File: src/rtl/demux_pkg.sv
// Shared constants, types and helpers for the registered 1-to-4 demultiplexer.
// The lane count and select width are fixed by the 2-bit select/pointer.
package demux_pkg;

  localparam int unsigned N_LANES = 4;
  localparam int unsigned SEL_W   = 2;

  typedef logic [SEL_W-1:0] sel_t;

  // Round-robin step; the 2-bit width makes 3 -> 0 wrap for free.
  function automatic sel_t next_ptr(input sel_t ptr);
    return ptr + sel_t'(1);
  endfunction

endpackage

File: src/rtl/demux_lane.sv
// One-entry holding buffer for a single output lane with a valid/ready handshake.
// A load in the same cycle as a drain replaces the word and keeps the lane valid.
module demux_lane #(
  parameter int unsigned n = 4
) (
  input  logic         clk,
  input  logic         reset_n,
  input  logic         load,
  input  logic [n-1:0] d,
  input  logic         r,
  output logic [n-1:0] y,
  output logic         v,
  output logic         ready
);

  logic [n-1:0] y_q, y_d;
  logic         v_q, v_d;

  always_comb begin
    y_d = y_q;
    if (load) begin
      y_d = d;
    end
  end

  // Load wins over drain so back-to-back words stream at full rate.
  always_comb begin
    v_d = v_q;
    if (load) begin
      v_d = 1'b1;
    end else if (v_q && r) begin
      v_d = 1'b0;
    end
  end

  always_ff @(posedge clk or negedge reset_n) begin
    if (!reset_n) begin
      y_q <= '0;
      v_q <= 1'b0;
    end else begin
      y_q <= y_d;
      v_q <= v_d;
    end
  end

  assign y     = y_q;
  assign v     = v_q;
  assign ready = !v_q || r;

endmodule

File: src/rtl/demux_1x4_nbits_seq.sv
// Registered 1-to-4 demultiplexer: steers one n-bit stream into four buffered lanes,
// selected either by s or by an internal round-robin pointer.
module demux_1x4_nbits_seq
  import demux_pkg::*;
#(
  parameter int unsigned n = 4
) (
  input  logic         clk,
  input  logic         reset_n,
  input  logic [n-1:0] d,
  input  logic [1:0]   s,
  input  logic         auto,
  input  logic         in_valid,
  output logic         in_ready,
  output logic [n-1:0] y0,
  output logic [n-1:0] y1,
  output logic [n-1:0] y2,
  output logic [n-1:0] y3,
  output logic         v0,
  output logic         v1,
  output logic         v2,
  output logic         v3,
  input  logic         r0,
  input  logic         r1,
  input  logic         r2,
  input  logic         r3,
  output logic [1:0]   ptr
);

  logic [N_LANES-1:0] r_vec;
  logic [N_LANES-1:0] v_vec;
  logic [N_LANES-1:0] ready_vec;
  logic [N_LANES-1:0] load;
  logic [n-1:0]       y_vec [N_LANES];

  sel_t sel;
  sel_t ptr_q, ptr_d;
  logic accept;

  assign r_vec = {r3, r2, r1, r0};

  assign sel      = auto ? ptr_q : s;
  assign in_ready = ready_vec[sel];
  assign accept   = in_valid && in_ready;

  always_comb begin
    load = '0;
    for (int k = 0; k < N_LANES; k++) begin
      load[k] = accept && (sel == sel_t'(k));
    end
  end

  for (genvar k = 0; k < N_LANES; k++) begin : g_lane
    demux_lane #(
      .n(n)
    ) u_lane (
      .clk    (clk),
      .reset_n(reset_n),
      .load   (load[k]),
      .d      (d),
      .r      (r_vec[k]),
      .y      (y_vec[k]),
      .v      (v_vec[k]),
      .ready  (ready_vec[k])
    );
  end

  // Pointer moves only when auto mode actually hands a word to a lane; a stall never skips.
  always_comb begin
    ptr_d = ptr_q;
    if (accept && auto) begin
      ptr_d = next_ptr(ptr_q);
    end
  end

  always_ff @(posedge clk or negedge reset_n) begin
    if (!reset_n) begin
      ptr_q <= '0;
    end else begin
      ptr_q <= ptr_d;
    end
  end

  assign ptr = ptr_q;

  assign y0 = y_vec[0];
  assign y1 = y_vec[1];
  assign y2 = y_vec[2];
  assign y3 = y_vec[3];

  assign v0 = v_vec[0];
  assign v1 = v_vec[1];
  assign v2 = v_vec[2];
  assign v3 = v_vec[3];

endmodule
File: config.mk
export PLATFORM = sky130hd
export DESIGN_NAME = demux_1x4_nbits_seq
export DESIGN_NICKNAME = d
export VERILOG_FILES = /design/src/rtl/demux_pkg.sv /design/src/rtl/demux_lane.sv /design/src/rtl/demux_1x4_nbits_seq.sv
export SDC_FILE = /design/constraint.sdc
export NUM_CORES = 1
export LEC_CHECK = 0
export ABC_CLOCK_PERIOD_IN_PS = 1400
export CAP_MARGIN = 20
export CORE_ASPECT_RATIO = 0.75
export CORE_MARGIN = 10
export CORE_UTILIZATION = 38
export DETAILED_ROUTE_END_ITERATION = 8
export HOLD_SLACK_MARGIN = 0.08
export PLACE_DENSITY = 0.81
export SLEW_MARGIN = 30
export SYNTH_ARGS = -nofsm -noshare
export SYNTH_HDL_FRONTEND = slang
export SYNTH_SLANG_ARGS = --single-unit
File: constraint.sdc
create_clock -name clk -period 1.4 [get_ports clk]
set_clock_uncertainty 0.2 [all_clocks]
set_input_delay 0.28 -clock clk [delete_from_list [all_inputs] [get_ports clk]]
set_output_delay 0.28 -clock clk [all_outputs]
set_load 0.05 [all_outputs]
==> out/results.txt <==
DRT iter0 DRCs: 30
Final #Nets: 147
Cell variety after synth: 14
Clock Sinks: 22
H-Tree Depth: 1
RSZ-0062 raised after global routing: true
GPL Wtd Cong: 0.815
Number of detailed-route iterations in the first pass: 4
Synthesized instance count: 64
Setup slack after layout: -0.714 ns
Row count: 15
# IOs: 37
Clock tree from TritonCTS: yes
Synth Area per Inst: 15.1 um^2
Total track usage: 13.4%
R2R Path Start: ptr[1]
Worst EP required: 0.92 ns
WL/cell: 19.4 um
Commonest cells after routing, fill and taps aside: buf_12, dfrtp_1, buf_4, clkdlybuf4s50_1, mux2_4
Total negative setup slack: -10.99 ns
Post-route ant nets: 0
Final setup fails: 30
Area grow syn2layout: 105%
CP max FO: 4
CTS clk-pin slew, worst paths: 0.12 ns
DP HPWL: 2440 um
Worst setup SP type: register
Initial core utilization: 40.9%
Seq/Total Area, Yosys: 56.9%
Clk_lat worst skew: 0.31 ns
GR met2 Demand/Resource: 22.6%
Avg Vias per Cell: 4.98
Final Hold Fails: 0
Worst hold path class: input port to async pin
Met1 Use GR: 14.5%
Met3 usage: 6.80%
Setup CP Type: register to primary output
Via count: 827
Placed Area: 1790 um^2
Seq cells post-synth: 22
Pin count of the biggest net entering global routing: 23
Leak pwr: 0.000918 uW
Antenna violations before repair: 0
Cell area after synthesis: 967 um^2
Status: finished, violations left
Failing checks: negative setup slack
Core area: 2360 um^2
Tcrit/Tclk final: 151%
Max Fclk: 473 MHz
Post-Syn Nets: 78
Synth warnings: 0
RR Endpoint: g_lane[3].u_lane.y[3]
Total grt overflow: 0
Reg2Reg Depth: 7
Commonest non-fill, non-tap cell in the layout: buf_12
Chip Height: 63.7 um
Pwr Density: 2570 nW/um^2
Hold-fix buffers at CTS: 0
Worst Setup End Kind: primary output
Horiz. Die Dim: 78.3 um
Routed WL: 3220 um
Least-Margin Pin Slew: 0.297 ns
Final instance area: 1980 um^2
Maxcap violations: 0
Ant. Diodes: 0
PortBufs: 36
Clock buffer depth: 2
Share of cells above drive strength 1: 65.2%
CTS root buf: clkbuf_4
Relative slew slack: 79.8%
Final Max Slew Viols: 0
Tmin final: 2.11 ns
Vias in the first global route: 971
Worst vdd ir: 0.00173 V
Reg2Reg Setup Slack: -0.54 ns
GR peak layer: met2
Die Area: 4980 um^2
# DRC: 0
First-pass GRT wire length: 5290 um
CTS buffer count: 3
Arr. time, crit path: 1.63 ns
metrics by stage:
stage / setup slack, ns / util (%) / hold WS (ns) / cells / power (uW)
floorplan: -0.433 / - / -0.216 / 64 / 2680
global placement: -0.817 / 75.9 / 0.355 / 150 / 4370
detailed placement: -0.892 / 75.9 / 0.364 / 150 / 4460
CTS: -0.679 / 81.8 / 0.0953 / 161 / 5010
global route: -0.784 / 83.8 / 0.0815 / 166 / 5320
finish: -0.714 / 83.8 / 0.0953 / 166 / 5100
metal layers:
metal  vias to the layer above  part of all wire, %
li1                        371                    -
met1                       403                   38
met2                        45                   51
met3                         8                  9.9
met4                         0                  1.5
met5                         -                    0
logic make-up after synthesis:
family             count (synthesis)  synth area share [%]
DFF                               22                  56.9
AOI/OAI and AO/OA                  4                  2.33
muxes                             22                  26.3
and+or+nand+nor                   16                  14.5
Yosys cell counts:
cell type	count	area [um^2]
dfrtp_1	22	551
mux2_2	9	101
mux2_1	8	90.1
nand2_1	5	18.8
nand2b_1	5	31.3
mux2i_1	4	40.0
o21ai_0	3	15.0
nand4b_4	2	47.6
mux2i_4	1	22.5
nand3_1	1	5.00
nand4_2	1	12.5
nand4_4	1	21.3
nor2_1	1	3.75
o31ai_1	1	7.51
state kept, by name (all words and copies together) (netlist names):
register         flops
g_lane.u_lane.y     16
g_lane.u_lane.v      4
ptr                  2
worst max path at each step:
stage	end	slack, ns	start
6_report	in_ready	-0.71	ptr[1]
5_1_grt	in_ready	-0.78	ptr[1]
4_1_cts	in_ready	-0.68	ptr[1]
3_5_place_dp	in_ready	-0.89	auto
3_3_place_gp	in_ready	-0.82	auto
2_1_floorplan	in_ready	-0.43	ptr[1]
final cells by class:
cell class	count	area, um^2
clock buffer	4	36.3
tap	34	42.5
timing repair buffer	64	846
fill	132	383
multi-input combinational	42	503
sequential	22	554
power by group:
part	internal, uW	switching (uW)
clock	159	202
sequential	928	324
combinational	1850	1630
total	2940	2160
timing repair:
item | in CTS | in global routing
hold endpoints to repair | 0 | 0
cloned | 0 | 0
setup endpoints to repair | 37 | 45
setup buffers | 9 | 6
pin swaps | 4 | 0
gates resized for setup | 12 | 6
critical path: stages, from the launching register on:
cell     delay (ns)
dfrtp_2        0.44
mux2i_4        0.23
mux2i_2        0.37
mux2i_4        0.11
buf_6          0.17
No activity file was read; power rests on OpenSTA's default activity.
==> RTL change 1: new RTL, same settings <==
`n` is set to 4 in 2 places; all go to 5. Comments in the files are not updated.
--- a/src/rtl/demux_lane.sv
+++ b/src/rtl/demux_lane.sv
@@ -1,7 +1,7 @@
 // One-entry holding buffer for a single output lane with a valid/ready handshake.
 // A load in the same cycle as a drain replaces the word and keeps the lane valid.
 module demux_lane #(
-  parameter int unsigned n = 4
+  parameter int unsigned n = 5
 ) (
   input  logic         clk,
   input  logic         reset_n,
--- a/src/rtl/demux_1x4_nbits_seq.sv
+++ b/src/rtl/demux_1x4_nbits_seq.sv
@@ -3,7 +3,7 @@
 module demux_1x4_nbits_seq
   import demux_pkg::*;
 #(
-  parameter int unsigned n = 4
+  parameter int unsigned n = 5
 ) (
   input  logic         clk,
   input  logic         reset_n,
Ports: changed (5 resized); port bits go from 37 to 42. The function was not compared with the original's and may differ.
==> RTL change 1 against the original RTL <==
The flow still finishes with violations (negative setup slack); first-iteration DRC count is 33% lower; global-route usage is 1.1 points lower; final cell count is 13% higher; cell area is 17% higher; wire length is 19% higher; highest routed layer unchanged; largest cell class unchanged; total power is 18% higher; sequential cell count is 4 higher; area after synthesis is 21% higher; setup slack better by 0.071 ns.
==> RTL change 1: results (changes against the original RTL) <==
global-route wire length before repair 5602 µm (+6.0%); largest net degree at the start of global routing 27 (+17%); slew of the pin with the lowest slew margin 0.2746 ns (-0.02280 ns); Avg Inst Size Synth 15.24 µm² (+0.86%); first-pass iteration count of the detailed router 3 (-1); GRT Overall Usage 12.37% (-1.1 points); Distinct cells, synth 17 (+3); ys flop type dfrtp_1; cts bufs inserted 3 (unchanged); outcome complete, but fails checks; CP arrival 1.56 ns (-0.07 ns); worst reg-to-reg path cell count 6 (-1); max reg flops 20 (+4); syn_nets 92 (+18%); Setup Buffers After CTS 4 (-5); failing checks negative setup slack; YS warnings 0 (unchanged); GPL Wtd Cong 0.8165 (+0.15%); Setup Crit Path Kind flop to output pin; sequential area share after synthesis 55.44% (-1.5 points); vias in the first global route 1054 (+8.5%); DR vias 942 (+14%); Worst-path clk slew 0.09 ns (-0.03 ns); Synth area leaders dfrtp_1 55%, mux2_2 18%, nand4_4 7.2%; WL per Instance 20.45 µm (+5.6%); Placement Cell Area 2112 µm² (+18%); setup TNS -10.63 ns (+0.3619 ns); worst hold slack 0.1571 ns (+0.06176 ns); HPWL Detailed 2728 µm (+12%); Layout Nets 165 (+12%); post_cts resized 14 (+2); leak pwr 1.079 nW (+17%); port bufs 41 (+14%); Final WS setup -0.6430 ns (+0.07128 ns); r2r setup slk -0.47 ns (+0.07 ns); share of layout cells above drive strength 1 67.79% (+2.6 points); Iter 0 DRT Violations 20 (-33%); fillers 163 (+23%); Setup-failing EPs final 33 (+10%); slowest cell delay on critical path 0.42 ns (-0.02 ns); Root Driver clkbuf_8; worst slack at placement -0.8966 ns (-0.004906 ns); worst r2r dst g_lane[2].u_lane.y[0]
## RTL change 1: cell count changes after synthesis, moves of 2 or more
cell,delta
nand4b_4,-2
mux2_1,-7
dfrtp_1,+4
mux2i_1,-2
nand4_4,+3
mux2_2,+10
mux2_4,+2
## RTL change 1: area by class of cell
type	count	area share (%)
timing repair buffer	69	40.53
sequential	26	28.20
multi-input combinational	49	26.70
clock buffer	4	2.368
tap	38	2.045
inverter	1	0.1615
## RTL change 1: logic make-up after synthesis
family / after synthesis / share of synthesized area, %
compound gates: 4 / 2.346
buf+inv: 2 / 1.279
flops: 26 / 55.44
simple gates: 19 / 13.65
mux: 26 / 27.29
## RTL change 1: power by group
group	switching [mW]	leakage, nW	internal, mW
clock	0.225	0.0288	0.251
sequential	0.391	0.308	1.10
combinational	1.93	0.742	2.13
## RTL change 1: layer usage
metal,GRT usage (%),vias to the layer above,share of wire (%)
met2,22.06,34,53
met4,2.708,0,2.6
met5,0,-,0
met3,5.813,8,7.6
met1,13.37,479,37
li1,-,421,-
==> RTL change 2: new RTL, same flow settings <==
Made on the original files. `y_q` no longer has a reset.
--- a/src/rtl/demux_lane.sv
+++ b/src/rtl/demux_lane.sv
@@ -35,12 +35,14 @@
 
   always_ff @(posedge clk or negedge reset_n) begin
     if (!reset_n) begin
-      y_q <= '0;
       v_q <= 1'b0;
     end else begin
-      y_q <= y_d;
       v_q <= v_d;
     end
+  end
+
+  always_ff @(posedge clk) begin
+    y_q <= y_d;
   end
 
   assign y     = y_q;
Behaviour: not the same (Yosys sat finds a counterexample within 4 cycles, from zero or initial values and one cycle with reset_n low).
==> RTL change 2 against the original RTL <==
Sequential share of layout area increased by 7.4 points; the flow still finishes with violations (negative setup slack); fmax increased by 1.4%; area after synthesis decreased by 15%; sequential cell count unchanged; critical path type unchanged; cell area decreased by 9.6%; wire length decreased by 1.9%; setup slack improved by 0.028 ns; die area decreased by 11%.
Power is not compared: it rests on default switching activity, and its combinational part moved more than twofold at a synthesized area within 25%.
==> RTL change 2: results (changes against the original RTL) <==
met1 WL 1240 µm (+1.8%); share of layout cells above drive strength 1 59.82% (-5.3 points); failing checks negative setup slack; drt total wl 3154 µm (-1.9%); Tightest Hold Check Type input port to flop; Reg-to-Reg Start ptr[0]; ys flop type edfxtp_1; asr flop ratio synth 27.27% (-73 points); mux share of post-synthesis cell area 6.545% (-20 points); Distinct cells, synth 15 (+1); Vias/cell 5.235 (+5.1%); Max Fanout on Critical Path 3 (-1); Placement Cell Area 1582 µm² (-12%); HPWL Detailed 1953 µm (-20%); vias in the first global route 785 (-19%); worst r2r dst g_lane[2].u_lane.y[0]; setup TNS -10.83 ns (+0.1613 ns); Post-synth EDFFs 16 (+16); global-route wire length before repair 4429 µm (-16%); Global Route met2 Usage 24.51% (+1.9 points); Final WS setup -0.6860 ns (+0.02820 ns); slew of the pin with the lowest slew margin 0.3226 ns (+0.02520 ns); worst reg-to-reg path cell count 6 (-1); fillers 78 (-41%); Iter 0 DRT Violations 79 (+160%); clock group total power slightly below 0.5 mW; Avg Inst Size Synth 16.44 µm² (+8.8%); post-synthesis compound-gate area fraction 2.131% (-0.20 points); GRT Overall Usage 13.59% (+0.15 points); outcome complete, but fails checks; CP arrival 1.61 ns (-0.02 ns); MaxCap Viol Count 0 (unchanged); Layout Nets 127 (-14%); routing usage on met3 5.960% (-0.84 points); Finished Layout Cells 136 (-18%); GPL Wtd Cong 0.8060 (-1.1%); commonest cells in the netlist 16 x edfxtp_1, 6 x dfrtp_1; Setup-failing EPs final 34 (+13%); Synth area leaders edfxtp_1 58%, dfrtp_1 18%, mux2i_1 4.9%; xor/xnor share of the synthesized area 1.065% (+1.1 points); sequential area share after synthesis 76.71% (+20 points); first-pass iteration count of the detailed router 4 (unchanged); worst slack at placement -0.9984 ns (-0.1066 ns); Inst Count DP 124 (-17%); WL met3 235 µm (-26%)
-- RTL change 2: cell count changes after synthesis, sizes merged, moves of 2 or more --
cell and delta:
o21ai -3, nand4b -2, nand4 -2, nor2b +4, dfrtp -16, edfxtp +16
nand3 +2, nand3b +2, mux2 -17
-- RTL change 2: area by class of cell --
cell class / instances / area share, %
clock buffers: 3 / 1.257
clock inverters: 1 / 1.676
multi-input cells: 28 / 16.76
flip-flops and latches: 22 / 35.34
well taps: 24 / 1.676
repair buffers: 58 / 43.30
-- RTL change 2: repair_timing --
item	in CTS	in global routing
hold endpoints to repair	6	0
hold buffers	1	0
buffers inserted	7	4
setup endpoints to repair	38	45
gates resized for setup	21	7
pin swaps	3	3
-- RTL change 2: cells by family (layout without fill, tap and decap cells) --
kind of cell,Yosys count,after routing
XOR/XNOR,1,1
AND/OR/NAND/NOR,19,19
flip-flops,22,22
buffers and inverters,0,62
multiplexers,5,5
AO/OA/AOI/OAI,3,3
